===== src/rtl/global_pkg.sv =====
// Project-wide constants shared by all blocks.
package global_pkg;

    localparam logic TRUE  = 1'b1;
    localparam logic FALSE = 1'b0;

endpackage


===== src/rtl/uart_pkg.sv =====
// UART shared types and default timing constants.
package uart_pkg;

    localparam int unsigned UART_BAUD_DIV   = 434;
    localparam int unsigned UART_FRAME_BITS = 11;

    typedef enum logic [2:0] {
        TxaIdle,
        TxaGrant,
        TxaLoad,
        TxaSend,
        TxaGuard
    } TXA_STATE_e;

endpackage


===== src/rtl/baud_gen.sv =====
// Bit-period counter: counts 0..DIV-1 while enabled and pulses tick on the last count.
module baud_gen #(
    parameter int unsigned DIV = 434
) (
    input  logic clk,
    input  logic rst,
    input  logic clear,
    input  logic enable,
    output logic tick
);

    localparam int unsigned CW = (DIV > 1) ? $clog2(DIV) : 1;
    localparam logic [CW-1:0] LAST = CW'(DIV - 1);

    logic [CW-1:0] cnt;

    always_ff @(posedge clk or negedge rst) begin
        if (!rst) begin
            cnt <= '0;
        end else if (clear) begin
            cnt <= '0;
        end else if (enable) begin
            cnt <= (cnt == LAST) ? '0 : cnt + CW'(1);
        end
    end

    assign tick = enable && (cnt == LAST);

endmodule


===== src/rtl/uart_tx_arbiter.sv =====
// Round-robin arbiter sharing one UART transmit path between two byte requesters;
// paces each frame with the baud counter and an idle guard time.
module uart_tx_arbiter
    import uart_pkg::*, global_pkg::*;
#(
    parameter int unsigned BAUD_DIV   = UART_BAUD_DIV,
    parameter int unsigned FRAME_BITS = UART_FRAME_BITS,
    parameter int unsigned GUARD_BITS = 1
) (
    input  logic       clk,
    input  logic       rst,
    input  logic       req0,
    input  logic [7:0] data0,
    output logic       gnt0,
    input  logic       req1,
    input  logic [7:0] data1,
    output logic       gnt1,
    output logic [7:0] tx_data,
    output logic       transmit,
    output logic       baud_tick,
    output logic       busy
);

    TXA_STATE_e state;
    logic       last_gnt;
    logic       win;
    logic       pick;
    logic [3:0] bit_cnt;
    logic [3:0] bit_cnt_inc;
    logic       tick;

    // 1 selects requester 1; on a tie the one not served last wins
    assign pick        = (req0 && req1) ? ~last_gnt : req1;
    assign bit_cnt_inc = bit_cnt + 4'd1;

    baud_gen #(
        .DIV (BAUD_DIV)
    ) u_baud_gen (
        .clk    (clk),
        .rst    (rst),
        .clear  (state == TxaLoad),
        .enable ((state == TxaSend) || (state == TxaGuard)),
        .tick   (tick)
    );

    assign baud_tick = tick && (state == TxaSend);

    always_ff @(posedge clk or negedge rst) begin
        if (!rst) begin
            state    <= TxaIdle;
            last_gnt <= 1'b1;
            win      <= 1'b0;
            bit_cnt  <= 4'd0;
            tx_data  <= 8'h00;
            gnt0     <= FALSE;
            gnt1     <= FALSE;
            transmit <= FALSE;
            busy     <= FALSE;
        end else begin
            gnt0     <= FALSE;
            gnt1     <= FALSE;
            transmit <= FALSE;
            case (state)
                TxaIdle: begin
                    if (req0 || req1) begin
                        win   <= pick;
                        gnt0  <= ~pick;
                        gnt1  <= pick;
                        busy  <= TRUE;
                        state <= TxaGrant;
                    end
                end
                TxaGrant: begin
                    tx_data  <= win ? data1 : data0;
                    last_gnt <= win;
                    transmit <= TRUE;
                    state    <= TxaLoad;
                end
                TxaLoad: begin
                    bit_cnt <= 4'd0;
                    state   <= TxaSend;
                end
                TxaSend: begin
                    if (tick) begin
                        if (bit_cnt_inc == 4'(FRAME_BITS)) begin
                            bit_cnt <= 4'd0;
                            if (GUARD_BITS != 0) begin
                                state <= TxaGuard;
                            end else begin
                                busy  <= FALSE;
                                state <= TxaIdle;
                            end
                        end else begin
                            bit_cnt <= bit_cnt_inc;
                        end
                    end
                end
                TxaGuard: begin
                    if (tick) begin
                        if (bit_cnt_inc == 4'(GUARD_BITS)) begin
                            bit_cnt <= 4'd0;
                            busy    <= FALSE;
                            state   <= TxaIdle;
                        end else begin
                            bit_cnt <= bit_cnt_inc;
                        end
                    end
                end
                default: begin
                    busy  <= FALSE;
                    state <= TxaIdle;
                end
            endcase
        end
    end

endmodule


===== config.mk =====
export PLATFORM = sky130hd
export DESIGN_NAME = uart_tx_arbiter
export DESIGN_NICKNAME = d
export VERILOG_FILES = /design/src/rtl/global_pkg.sv /design/src/rtl/uart_pkg.sv /design/src/rtl/baud_gen.sv /design/src/rtl/uart_tx_arbiter.sv
export SDC_FILE = /design/constraint.sdc
export NUM_CORES = 1
export LEC_CHECK = 0
export ABC_CLOCK_PERIOD_IN_PS = 4700
export CAP_MARGIN = 20
export CORE_ASPECT_RATIO = 0.6
export CORE_MARGIN = 2
export CORE_UTILIZATION = 30
export CTS_CLUSTER_DIAMETER = 100
export DETAILED_ROUTE_END_ITERATION = 6
export GPL_TIMING_DRIVEN = 0
export PLACE_DENSITY = 0.49
export SKIP_LAST_GASP = 1
export SYNTH_ARGS = -nofsm -noshare
export SYNTH_HDL_FRONTEND = slang
export SYNTH_HIERARCHICAL = 1
export SYNTH_SLANG_ARGS = --single-unit

===== constraint.sdc =====
create_clock -name clk -period 4.7 [get_ports clk]
set_input_delay 0.94 -clock clk [delete_from_list [all_inputs] [get_ports clk]]
set_output_delay 0.94 -clock clk [all_outputs]
set_load 0.05 [all_outputs]

### After elaboration in Yosys (flattened, before gate mapping)

Cells that the tools add are included.
Widths: inputs -> output; s select.

* $add $sub $neg: 2
* multiply operators: 0
* div/mod/pow operators: 0
* order comparisons: 0
* equal/unequal tests: 12
* shifts and indexed selects: 0
* mux-type cells: 25
* bitwise operators: 3
* reductions and logical operators: 13

Operators with widths (count)
* $mux 9: 3
* $mux 4: 4
* $mux 3: 5
* $pmux 3 s5: 1
* $pmux 4 s3: 1
* $add 9x1->9 const B: 1
* $eq 9x9->1 const B: 1
* $mux 1: 9
* $mux 8: 1
* $eq 3x2->1 const B: 2
* $ne 2x2->1 const B: 3
* $reduce_and 5->1: 1
* $add 4x1->4 const B: 1
* $eq 4x1->1 const B: 1
* $eq 4x4->1 const B: 1
* $ne 2x1->1 const B: 2
* $reduce_and 4->1: 1
* $eq 3x1->1 const B: 1
* $eq 3x3->1 const B: 1
* $logic_and 1x1->1: 3
* $logic_not 3->1: 1
* $not 1->1: 3
* $pmux 1 s3: 1
* $reduce_and 3->1: 1
* other kinds (5): 6

* bits in registers: 30
* latch bits: 0
* RAM bits: 0
* ROM bits: 0
* input port bits: 20
* output and inout port bits: 13
* logic and storage cells: 65
* memories kept: 0

### Depth between registers and ports, before layout

Gate-level depths: netlist (run 1).

* depth in word-level cells: 5
* mapped depth: 12
* mapped depth without buffers: 10

### Hierarchy

Netlist (run 1), hierarchy kept.

By module, submodules not included
* uart_tx_arbiter: instances 1, cells an instance 120, area each 1196.1 µm², seq. area each 526.8 µm²
* baud_gen: instances 1, cells an instance 55, area each 515.5 µm², seq. area each 225.2 µm²

### Worst setup path before layout (run 1)

OpenSTA, ideal clock, no wires.

* kind: register to output
* from: reg state[0]
* to: out baud_tick
* arrival: 2.121 ns
* data required time: 3.760 ns
* setup slack: 1.639 ns
* cell stages (with the launch flop): 10
* buffers on the path: 2
* path through: dfrtp_1 buf_2 nor2_2 nand2_1 nand2_1 inv_1 nor2_1 clkbuf_1 inv_1 nor2_1

* longest elaborated chain between the ends: 4

RTL lines
* start, declared: RTL line uart_tx_arbiter.sv:24 `TXA_STATE_e state;`
* start signal, assigned: RTL line uart_tx_arbiter.sv:50 `state <= TxaIdle;`
* start signal, assigned: RTL line uart_tx_arbiter.sv:70 `state <= TxaGrant;`
* start signal, assigned: RTL line uart_tx_arbiter.sv:77 `state <= TxaLoad;`
* $eq 3x2->1 or $eq 3x3->1 (tied branches): RTL line uart_tx_arbiter.sv:42 `.enable ((state == TxaSend) || (state == TxaGuard)),`
* $logic_or 1x1->1 *: RTL line uart_tx_arbiter.sv:42
* $logic_and 1x1->1 *: RTL line baud_gen.sv:27 `assign tick = enable && (cnt == LAST);`
* net tick: RTL line uart_tx_arbiter.sv:30 `logic tick;`
* $logic_and 1x1->1 *: RTL line uart_tx_arbiter.sv:46 `assign baud_tick = tick && (state == TxaSend);`
* end, declared: RTL line uart_tx_arbiter.sv:20 `output logic baud_tick,`

The timed path passes the listed nets; every way through them passes the cells marked *.

### Worst setup path in the final report (run 1)

Same ends and word-level chain as after synthesis.

==> impl_metrics.tcl, run 1 <==
set metrics [dict create \
    antenna_found_initial 0 \
    synth_top_area_share_pct 42.4 \
    combPwrFrac_pct 22.6 \
    synthFlopType "dfrtp_1" \
    drt-initial-drc-count 40 \
    seq_area_frac_synth_pct 43.9 \
    num_antenna_cells 0 \
    finalCritPeriodShare_pct 85.9 \
    multi_input_area_um2 878 \
    critPathMaxFanout 9 \
    period_minus_slack_ns 4.04 \
    regArea_um2 752 \
    clk_pin_slew_ns 0.07 \
    worst_setup_path_start_kind "flip-flop" \
    track_usage_pct 13.6 \
    worst_pin_slew_ns 0.768 \
    clockPowerShare_pct 33.3 \
    reg2reg_depth 12 \
    synthMostInstantiatedCell "dfrtp_1" \
    fmax_mhz 248 \
    worstPathCellList "buf_2, nor2_2, nand2_1, nand2_1, inv_1, nor2_1, clkbuf_1, inv_1, nor2_1, clkdlybuf4s50_1" \
    synth_area_um2 1710 \
    pin_count 33 \
    wl_per_cell_um 13.9 \
    synth_nets 200 \
    relSlewSlack_pct 48.7 \
    p_switching_uw 236 \
    core_um2 5540 \
    status "finished, final reports clean" \
    setup_tns_ns 0 \
    antenna_left 0 \
    synth_cell_types 52 \
    finalWeightedCongestion 0.790 \
    cp_num_buf_inv 5 \
    dpl.hpwl_mm 3.10 \
    finalMaxSlewViolations 0 \
    cp.required_ns 3.76 \
    drive_gt1_share_pct 14.8 \
    finalClockSkew_ns 0.00816 \
    synthTopCellsByArea "dfrtp_1 (42%), mux2i_1 (4.7%), nor2_1 (4.2%)" \
    synth.mux.area_fraction_pct 5.34 \
    fin_util_pct 40.9 \
    cpMaxStageDelayCell "clkdlybuf4s50_1" \
    hold_buffers 0 \
    met1_usage_pct 21.1 \
    swShare_pct 30.5 \
    synth_compound_area_share_pct 15.8 \
    fill_cells 530 \
    worstSkewPairLatency_ns 0.28 \
    yosysTopAreaCell "dfrtp_1" \
    setup_violations 0 \
    synthArstFlopShare_pct 100 \
    slowest_delay_ns 0.81 \
    numCtsBuffers 5 \
    cts_tree "done" \
    rsz0062_at_grt "false" \
    synth_cells 175 \
    dr.pass1.iters 4 \
    synth-simple-area-share_pct 22.5 \
    syn_to_final_growth_pct 32.5 \
    overflow 0 \
    post_cts_buffers 0 \
    intPower_uw 538 \
    finalNetCount 240 \
    peakVddDrop_uv 112 \
    synth_top_family_by_area "simple AND/OR/NAND/NOR gates" \
    grt_max_degree 18 \
    grt_busiest_layer "met1" \
    arrival_ns 3.10 \
    met2_usage_pct 18.0 \
    synth-xor-area-share_pct 4.02 \
    path_class "flip-flop to output pin" \
    fp.dieH_um 62.5 \
    crit_family "buffers and inverters" \
    synth_edf_count 0 \
    rows 21 \
    ys_seq_elements 30 \
    synth_adder_area_share_pct 3.65 \
    post_drt_via_cell_ratio 4.72 \
    hold_violations 0 \
    cp-end-kind "output pin" \
    grt_pass1_wl_mm 6.73 \
    numPortBuffers 32 \
    cts_htree_levels 2 \
    drc 0 \
    synth_warnings 6 \
    cts_max_path_buffers 2 \
    cap_violations 0 \
    vias 1397 \
    clockRootBuffer "clkbuf_8" \
    p_leak_nw 0.956 \
    grt_pass1_vias 1370 \
    die_x_um 102 \
    hp-class "flip-flop to flip-flop" \
    cts_resized 0 \
    powerDensity_nw_per_um2 341 \
    clock_sinks 30 \
    p_seq_share_pct 44.1 \
    avgSynthCellArea_um2 9.78 \
    total_power_uw 775 \
    synthTopCellsByCount "dfrtp_1 (29), nor2_1 (19), nand2_1 (18)" \
    wirelength_mm 4.13 \
    holdPathStages 2 \
    dieArea_um2 6350 \
    initial_utilization_pct 30.9 \
    worst-path-stages 10 \
    grtUsageMet3_pct 4.25 \
]
-- placed cells by master, fill, tap and decap left out, types with 3 or more instances in the layout --
cell type | netlist | final
ha_1 | 5 | 5
o21ai_0 | 9 | 9
clkdlybuf4s50_1 | 0 | 32
xnor2_1 | 4 | 4
buf_6 | 3 | 3
dfrtp_1 | 29 | 29
nand3_1 | 4 | 4
mux2i_1 | 8 | 8
inv_1 | 8 | 8
nand2_1 | 18 | 18
nor3_1 | 7 | 7
clkbuf_8 | 0 | 5
nor2_1 | 19 | 19
a21oi_1 | 13 | 13
-- worst paths after layout --
path	endpoint	start	slack, ns
worst max-delay path	baud_tick	state[0]$_DFFE_PN0P_	0.66
worst min register to register	tx_data[5]$_DFFE_PN0P_	tx_data[5]$_DFFE_PN0P_	0.54
worst max register to register	bit_cnt[3]$_DFFE_PN0P_	state[0]$_DFFE_PN0P_	2.04
min in group asynchronous	u_baud_gen/cnt[7]$_DFFE_PN0P_	rst	1.09
worst min-delay path	tx_data[5]$_DFFE_PN0P_	tx_data[5]$_DFFE_PN0P_	0.54
max in group asynchronous	last_gnt$_DFFE_PN1P_	rst	3.00
-- power groups by stage --
stage	logic (mW)	registers (mW)	clock network [mW]
final	0.175	0.342	0.258
after global routing	0.192	0.348	0.280
after CTS	0.177	0.342	0.264
after detailed placement	0.176	0.347	0
after global placement	0.169	0.344	0
after floorplan	0.0836	0.368	0
-- sequential cells by signal, summed over array words and instances, names as in the netlist --
register / cells
u_baud_gen/cnt: 9
tx_data: 8
bit_cnt: 4
state: 3
busy: 1
gnt0: 1
gnt1: 1
last_gnt: 1
transmit: 1
win: 1
-- logic make-up (layout without fill, tap and decap cells) --
group | Yosys count | after routing
AOI/OAI and AO/OA | 40 | 40
buffers and inverters | 15 | 56
adders and majority gates | 5 | 5
xor gates and xnor gates | 7 | 7
DFF | 30 | 30
and+or+nand+nor | 69 | 69
muxes | 9 | 9
-- stage by stage --
| step | setup WS (ns) | cell area [um^2] | hold slack (ns) | cells |
|---|---|---|---|---|
| after floorplan | 1.64 | 1710 | 0.485 | 175 |
| after global placement | 1.07 | 2130 | 0.516 | 287 |
| after detailed placement | 1.01 | 2160 | 0.521 | 288 |
| after CTS | 0.665 | 2270 | 0.541 | 296 |
| after global routing | 0.430 | 2270 | 0.571 | 296 |
| final | 0.665 | 2270 | 0.539 | 296 |
-- per-layer routing --
metal	vias up	wire, um	share of wire [%]
li1	701	-	-
met1	674	2270	55
met2	17	1720	42
met3	5	104	2.5
met4	0	27	0.65
met5	-	0	0
-- worst min-delay path, cell delays in order (launching register included) --
cell,delay (ns)
dfrtp_1,0.35
nor2_1,0.05
a21oi_1,0.10
-- layout make-up --
type	count	share of cell area [%]
Inverter	8	1.32
Clock buffer	5	3.03
Buffer	7	2.26
Clock inverter	3	1.77
Tap cell	80	4.41
Multi-Input combinational cell	130	38.7
Sequential cell	30	33.1
Timing Repair Buffer	33	15.3
Power figures use the tool's default switching activity.
==> run 2, diff against run 1 <==
- HOLD_SLACK_MARGIN: default -> 0.12
- PLACE_DENSITY: 0.49 -> 0.54
==> impl_metrics.tcl, run 2 (synthesis results as in run 1) <==
set metrics [dict create \
    status "finished, final reports clean" \
    crit_family "buffers and inverters" \
    fin_area_um2 2220 \
    setup_tns_ns 0 \
    placed_area_um2 2130 \
    finalCritPeriodShare_pct 85.5 \
    clk_pin_slew_ns 0.06 \
    powerDensity_nw_per_um2 329 \
    regMostFlops "u_baud_gen/cnt" \
    wl_per_cell_um 12.6 \
    grt_pass1_wl_mm 6.47 \
    syn_to_final_growth_pct 29.8 \
    fmax_mhz 249 \
    finalWeightedCongestion 0.789 \
    fp.dieH_um 62.5 \
    p_leak_nw 0.932 \
    overflow 0 \
    mostFrequentLayoutCell "clkdlybuf4s50_1" \
    peakVddDrop_uv 128 \
    dpl.hpwl_mm 2.68 \
    largest_register_ffs 9 \
    fin_util_pct 40.1 \
    post_cts_buffers 0 \
    top_regs "u_baud_gen/cnt (9), tx_data (8), bit_cnt (4)" \
    cp.required_ns 3.76 \
    num_antenna_cells 0 \
    dieArea_um2 6350 \
    vias 1344 \
    finalClockSkew_ns 0.0113 \
    rows 21 \
    cap_violations 0 \
    clock_sinks 30 \
    arrival_ns 3.08 \
    cpMaxStageDelayCell "clkdlybuf4s50_1" \
    post_drt_via_cell_ratio 4.56 \
    die_x_um 102 \
    hold_violations 0 \
    relSlewSlack_pct 47.9 \
    cts_tree "done" \
    cts_max_path_buffers 2 \
    worst_pin_slew_ns 0.779 \
    core_um2 5540 \
    clockRootBuffer "clkbuf_8" \
    antenna_found_initial 0 \
    drt-initial-drc-count 48 \
    track_usage_pct 12.9 \
    path_class "flip-flop to output pin" \
    grt_max_degree 31 \
    rsz0062_at_grt "false" \
    fill_cells 563 \
    finalNetCount 239 \
    numCtsBuffers 5 \
    final_cell_mix "clkdlybuf4s50_1 (31), dfrtp_1 (29), nor2_1 (19)" \
    slowest_delay_ns 0.81 \
    worst_setup_path_start_kind "flip-flop" \
    pin_count 33 \
    grt_pass1_vias 1306 \
    hp-class "flip-flop to flip-flop" \
    worstSkewPairLatency_ns 0.29 \
    hold_buffers 0 \
    period_minus_slack_ns 4.02 \
    setup_violations 0 \
    drive_gt1_share_pct 14.9 \
    numPortBuffers 32 \
    initial_utilization_pct 30.9 \
    cp-end-kind "output pin" \
    dr.pass1.iters 4 \
    cp_num_buf_inv 5 \
    finalMaxSlewViolations 0 \
    critPathMaxFanout 9 \
    worstPathCellList "buf_2, nor2_2, nand2_1, nand2_1, inv_1, nor2_1, clkbuf_1, inv_1, nor2_1, clkdlybuf4s50_1" \
    antenna_left 0 \
    cts_resized 0 \
    drc 0 \
    wirelength_mm 3.71 \
    cts_htree_levels 2 \
]
## run 2: cell count changes in the layout (fill, tap and decap cells not counted)
cell / delta
buf_2: +1
buf_16: -1
clkinvlp_4: +1
clkdlybuf4s50_1: -1
clkinv_2: -1
clkbuf_8: +1
bufinv_16: -1
## run 2: cell type report
type / count / area, um^2 / share of cell area, %
buffer: 7 / 51.3 / 2.31
clock buffer: 6 / 82.6 / 3.72
clock inverter: 2 / 12.5 / 0.563
inverter: 8 / 30.0 / 1.35
multi-input combinational: 130 / 878 / 39.5
sequential: 30 / 752 / 33.8
tap: 80 / 100 / 4.50
timing repair buffer: 32 / 315 / 14.2
## run 2: path summary, 6_finish.rpt
check                                       start                       endpoint  slack (ns)  cells past startpoint
max                          state[0]$_DFFE_PN0P_                      baud_tick        0.68                     10
min                        tx_data[7]$_DFFE_PN0P_         tx_data[7]$_DFFE_PN0P_        0.52                      2
max reg2reg                  state[0]$_DFFE_PN0P_         bit_cnt[3]$_DFFE_PN0P_        2.12                     12
min reg2reg                tx_data[7]$_DFFE_PN0P_         tx_data[7]$_DFFE_PN0P_        0.52                      2
max in group asynchronous                     rst         tx_data[5]$_DFFE_PN0P_        3.56                      1
min in group asynchronous                     rst  u_baud_gen/cnt[7]$_DFFE_PN0P_        0.70                      1
## run 2: worst reg2reg max path: stages, from the launching register on
cell and delay [ns]:
dfrtp_1 0.37, buf_2 0.18, nor2_2 0.25, nand2_1 0.14, nand2_1 0.19, inv_1 0.10
nor2_1 0.10, clkbuf_1 0.37, nor4bb_1 0.33, a211oi_2 0.12, nor3_1 0.22, o22ai_1 0.10
nand2_1 0.07
## run 2: per-layer routing
layer / vias up / wire, um / track usage (%)
met5: - / 0 / 0
li1: 694 / - / -
met4: 0 / 10 / 2.53
met1: 612 / 2050 / 20.7
met2: 35 / 1370 / 15.9
met3: 3 / 283 / 4.92
## run 2: where the power goes
group | switching (mW) | internal [mW] | total, mW
logic | 0.0908 | 0.0795 | 0.170
clock network | 0.103 | 0.118 | 0.221
registers | 0.0407 | 0.300 | 0.340
total | 0.235 | 0.497 | 0.731
## run 2: per-stage QoR
| step | instances | setup WS (ns) | power [mW] | hold slack [ns] |
|---|---|---|---|---|
| after floorplan | 175 | 1.64 | 0.452 | 0.485 |
| after global placement | 287 | 1.03 | 0.515 | 0.505 |
| after detailed placement | 287 | 1.08 | 0.516 | 0.517 |
| after CTS | 295 | 0.729 | 0.745 | 0.532 |
| after global routing | 295 | 0.492 | 0.780 | 0.553 |
| final | 295 | 0.683 | 0.731 | 0.524 |
